**src/rtl/pattern_serializer.sv**
```systemverilog
// pattern_serializer
// Serial pattern source for the in/valid bit-stream interface. A PAT_W-bit word is
// loaded on start and shifted out MSB-first, one bit per valid cycle, repeated a
// programmed number of times with an optional idle gap between repetitions.
// Every output comes straight from a flop, so no input reaches an output in the
// same cycle. 'stall' freezes the whole machine and forces valid/out low.

module pattern_serializer #(
    parameter int PAT_W = 4,
    parameter int CNT_W = 8
) (
    input  logic             clk,
    input  logic             rst,
    input  logic             start,
    input  logic [PAT_W-1:0] pattern,
    input  logic [CNT_W-1:0] repeat_cnt,
    input  logic [CNT_W-1:0] gap,
    input  logic             stall,
    output logic             out,
    output logic             valid,
    output logic             busy,
    output logic             done
);

    localparam int IDX_W = (PAT_W > 1) ? $clog2(PAT_W) : 1;
    localparam logic [IDX_W-1:0] IDX_LAST = IDX_W'(PAT_W - 1);
    localparam logic [IDX_W-1:0] IDX_ZERO = {IDX_W{1'b0}};
    localparam logic [IDX_W-1:0] IDX_ONE  = IDX_W'(1);
    localparam logic [CNT_W-1:0] CNT_ZERO = {CNT_W{1'b0}};
    localparam logic [CNT_W-1:0] CNT_ONE  = CNT_W'(1);

    typedef enum logic [1:0] {
        ST_IDLE  = 2'd0,
        ST_SHIFT = 2'd1,
        ST_GAP   = 2'd2,
        ST_DONE  = 2'd3
    } state_t;

    state_t           state_q, state_d;
    logic [PAT_W-1:0] pat_q, pat_d;     // latched word, used to reload between repeats
    logic [PAT_W-1:0] sr_q, sr_d;       // shifter, MSB is the next bit on the line
    logic [IDX_W-1:0] idx_q, idx_d;     // index of the bit currently at the shifter MSB
    logic [CNT_W-1:0] rem_q, rem_d;     // repetitions still to send, including the current one
    logic [CNT_W-1:0] gap_q, gap_d;     // latched gap length
    logic [CNT_W-1:0] gcnt_q, gcnt_d;   // idle cycles left in the current gap
    logic             out_q, out_d;
    logic             valid_q, valid_d;
    logic             busy_q, busy_d;
    logic             done_q, done_d;
    logic [CNT_W-1:0] rem_dec_s;

    assign rem_dec_s = rem_q - CNT_ONE;

    // Next-state and next-output logic; stall holds every piece of state and idles the line.
    always_comb begin
        state_d = state_q;
        pat_d   = pat_q;
        sr_d    = sr_q;
        idx_d   = idx_q;
        rem_d   = rem_q;
        gap_d   = gap_q;
        gcnt_d  = gcnt_q;
        out_d   = 1'b0;
        valid_d = 1'b0;
        busy_d  = busy_q;
        done_d  = 1'b0;

        if (stall) begin
            // Frozen: only the line outputs change (forced idle above).
            state_d = state_q;
        end else begin
            case (state_q)
                ST_IDLE: begin
                    if (start) begin
                        pat_d  = pattern;
                        sr_d   = pattern;
                        rem_d  = repeat_cnt;
                        gap_d  = gap;
                        idx_d  = IDX_LAST;
                        gcnt_d = CNT_ZERO;
                        busy_d = 1'b1;
                        if (repeat_cnt == CNT_ZERO) begin
                            state_d = ST_DONE;
                        end else begin
                            state_d = ST_SHIFT;
                        end
                    end else begin
                        busy_d = 1'b0;
                    end
                end

                ST_SHIFT: begin
                    out_d   = sr_q[PAT_W-1];
                    valid_d = 1'b1;
                    sr_d    = sr_q << 1;
                    if (idx_q == IDX_ZERO) begin
                        // Last bit of this word goes out now.
                        rem_d = rem_dec_s;
                        if (rem_dec_s == CNT_ZERO) begin
                            state_d = ST_DONE;
                        end else if (gap_q == CNT_ZERO) begin
                            sr_d  = pat_q;
                            idx_d = IDX_LAST;
                        end else begin
                            gcnt_d  = gap_q;
                            state_d = ST_GAP;
                        end
                    end else begin
                        idx_d = idx_q - IDX_ONE;
                    end
                end

                ST_GAP: begin
                    if (gcnt_q <= CNT_ONE) begin
                        gcnt_d  = CNT_ZERO;
                        sr_d    = pat_q;
                        idx_d   = IDX_LAST;
                        state_d = ST_SHIFT;
                    end else begin
                        gcnt_d = gcnt_q - CNT_ONE;
                    end
                end

                ST_DONE: begin
                    done_d  = 1'b1;
                    busy_d  = 1'b0;
                    state_d = ST_IDLE;
                end

                default: begin
                    busy_d  = 1'b0;
                    state_d = ST_IDLE;
                end
            endcase
        end
    end

    // State and output registers with asynchronous active-low clear.
    always_ff @(posedge clk or negedge rst) begin
        if (!rst) begin
            state_q <= ST_IDLE;
            pat_q   <= {PAT_W{1'b0}};
            sr_q    <= {PAT_W{1'b0}};
            idx_q   <= IDX_ZERO;
            rem_q   <= CNT_ZERO;
            gap_q   <= CNT_ZERO;
            gcnt_q  <= CNT_ZERO;
            out_q   <= 1'b0;
            valid_q <= 1'b0;
            busy_q  <= 1'b0;
            done_q  <= 1'b0;
        end else begin
            state_q <= state_d;
            pat_q   <= pat_d;
            sr_q    <= sr_d;
            idx_q   <= idx_d;
            rem_q   <= rem_d;
            gap_q   <= gap_d;
            gcnt_q  <= gcnt_d;
            out_q   <= out_d;
            valid_q <= valid_d;
            busy_q  <= busy_d;
            done_q  <= done_d;
        end
    end

    assign out   = out_q;
    assign valid = valid_q;
    assign busy  = busy_q;
    assign done  = done_q;

endmodule

```
**config.mk**
```make
export PLATFORM = sky130hd
export DESIGN_NAME = pattern_serializer
export DESIGN_NICKNAME = d
export VERILOG_FILES = /design/src/rtl/pattern_serializer.sv
export SDC_FILE = /design/constraint.sdc
export NUM_CORES = 1
export LEC_CHECK = 0
export ABC_AREA = 1
export BUFFER_PORTS_ARGS = -buffer_cell sky130_fd_sc_hd__clkbuf_2
export CAP_MARGIN = 20
export CORE_MARGIN = 2
export CORE_UTILIZATION = 39
export CTS_BUF_LIST = sky130_fd_sc_hd__clkbuf_8
export DETAILED_ROUTE_END_ITERATION = 8
export PLACE_DENSITY_LB_ADDON = 0.1
export SYNTH_ARGS = -nofsm -noshare
export SYNTH_HDL_FRONTEND = slang
export SYNTH_SLANG_ARGS = --single-unit
```
**constraint.sdc**
```tcl
create_clock -name clk -period 5.2 [get_ports clk]
set_input_delay 1.3 -clock clk [delete_from_list [all_inputs] [get_ports clk]]
set_output_delay 1.3 -clock clk [all_outputs]
set_load 0.005 [all_outputs]
```
==> results.ini <==
[yosys]
synth_most_common_cell = nand2_1
yosysSeqAreaShare = 0.418
synth_top_area_frac = 0.418
synth-seq-cells = 40
syn-mean-instance-area_um2 = 7.63
async_reset_ff_frac = 1.00
synthFlopType = dfrtp_1
synth_top_area_cell = dfrtp_1
synth_warnings = 0
synthTopCellsByCount = 65 x nand2_1, 40 x dfrtp_1, 40 x inv_1
synthCells = 314
ys_types = 31
syn-num-nets = 347
synth_area_leaders = dfrtp_1 42%, nand2_1 10%, inv_1 6.3%
netlist_area_um2 = 2400
synth_edf_count = 0

[detailed_routing]
via_per_inst = 4.97
drc_errors = 0
first_iter_violations = 129
dr.pass1.iters = 5
avgRoutedWirePerCell_um = 13.3
vias = 2077
wl_um = 5550
drtAntennaViolNets = 0

[layout]
fillCellCount = 605
layout.nets = 375
layout-drive-gt1-share = 0.204
synthToLayoutAreaGrowth_pct = 12.7
n_antenna_cell = 0
fin_area_um2 = 2700
multiInputGateArea_um2 = 1180
register_area_um2 = 1000

[sta]
tns_ps = 0
slew_viol_final = 0
fin_crit_sh = 0.457
tightest_slew_ps = 744
period_needed_ps = 2380
setup-violations-final = 0
max_slew_margin = 0.502
clock.fmax_mhz = 421
skew_ps = 12.4
grt_setup_unrepaired = no
finalHoldViolations = 0

[setup_path]
cpMaxStageDelayCell = nor2_1
cp_max_fo = 13
critPathCaptureType = flop
arrival_ps = 2560
worstPathRequired_ps = 5380
start_kind = input port
critPathMaxStageDelay_ps = 580
path_class = in -> reg
crit_family = simple AND/OR/NAND/NOR gates
crit_path_cell_trace = clkbuf_2, inv_1, nand2_1, nand3_1, nor2_1, inv_1, nand2_1, o21ai_0
worst-path-buf-inv = 3

[place]
dpl_cell_area_um2 = 2590
gp_congestion = 0.760
port_buffers = 27
hpwl_um = 4030

[clock_network]
cts_buffers = 5
clk_latency_ps = 300
cts_tree = built
cts_setup_buffers = 0
clkTransAtPathRegs_ps = 90
root_buffer = clkbuf_8
cts.htree.levels = 2
cts_buffer_depth = 2
cts_resized = 0
cts_hold_buf = 0
clock-sinks = 40

[global_routing]
grt_max_degree = 41
grt_pass1_vias = 1933
antenna_found_initial = 0
grt_pass1_wl_um = 9340
track_usage = 0.182
gr-total-overflow = 0

[floorplanning]
die-area_um2 = 6790
start_util = 0.405
die_width_um = 82.4
ios = 28
num_rows = 28
die_y_um = 82.4
core_area_um2 = 5920

[flow_run]
max-cap-violations = 0

[pwr]
p_leak_nw = 1.36
power.density_nw_per_um2 = 582
vdd_drop_max_uv = 203
total_power_mw = 1.57

[outcome]
status = completed

[worst_hold_path]
hold_path_class = reg -> reg

-- where the power goes --
group	switching (mW)	internal [mW]	leakage, nW	total, mW
sequential	0.0989	0.450	0.494	0.549
combinational	0.524	0.289	0.813	0.813
clock	0.116	0.0937	0.0479	0.210
-- registers in the layout (all words and copies together), names as in the netlist --
name     count
done         1
pat_q        4
out          1
rem_q        8
gcnt_q       8
sr_q         4
idx_q        2
gap_q        8
busy         1
state_q      2
valid        1
-- tightest hold or removal path, stage by stage, from the launching register on --
cell	delay (ps)
dfrtp_1	350
nand2_1	50
nand2_1	60
-- stage by stage --
stage                     hold WS, ps  instances   util  worst slack (ps)
final                             485        418  0.456              2820
after global routing              516        418  0.456              2570
after CTS                         494        417  0.453              2820
after detailed placement          470        409  0.438              2490
after global placement            468        409  0.438              2540
after floorplan                   449        314      -              2970
-- worst paths after layout --
| check | slack, ps | endpoint | cells after the start | startpoint |
|---|---|---|---|---|
| setup / recovery | 2820 | rem_q[2] | 8 | start |
| hold / removal | 480 | sr_q[1] | 2 | sr_q[1] |
| setup reg to reg | 2930 | rem_q[2] | 10 | state_q[1] |
| hold reg to reg | 480 | sr_q[1] | 2 | sr_q[1] |
| max in group asynchronous | 3820 | sr_q[3] | 2 | rst |
| min in group asynchronous | 910 | rem_q[2] | 1 | rst |
-- per-layer routing --
layer | GRT usage | share of wire
met4 | 0.0500 | 0.0049
met5 | 0 | 0
met1 | 0.245 | 0.48
met2 | 0.292 | 0.47
met3 | 0.0457 | 0.049
-- cell families after synthesis --
family | after synthesis | share of synthesized area
adders and majority gates | 9 | 0.0470
AOI/OAI and AO/OA | 59 | 0.146
and+or+nand+nor | 144 | 0.267
muxes | 5 | 0.0235
DFF | 40 | 0.418
buffers and inverters | 54 | 0.0882
xor gates and xnor gates | 3 | 0.0110
-- layout by cell type, fill, tap and decap left out, types with 4 or more instances in the layout --
cell and instances:
clkbuf_2 27, o22ai_1 6, o21ai_2 8, a21oi_1 17
ha_1 9, nor2_1 34, mux2_2 5, inv_1 40
nor2_2 4, o21ai_0 16, inv_2 6, clkbuf_8 5
dfrtp_1 40, nand3_1 24, nand2_2 5, nand2_1 65
o21ai_1 6, nand4_1 5
-- area by class of cell --
| class | count | area share |
|---|---|---|
| Inverter | 46 | 0.0639 |
| Tap cell | 75 | 0.0347 |
| Clock inverter | 3 | 0.00695 |
| Sequential cell | 40 | 0.371 |
| Multi-Input combinational cell | 220 | 0.438 |
| Timing Repair Buffer | 29 | 0.0602 |
| Clock buffer | 5 | 0.0255 |
No activity file was read; power rests on OpenSTA's default activity.
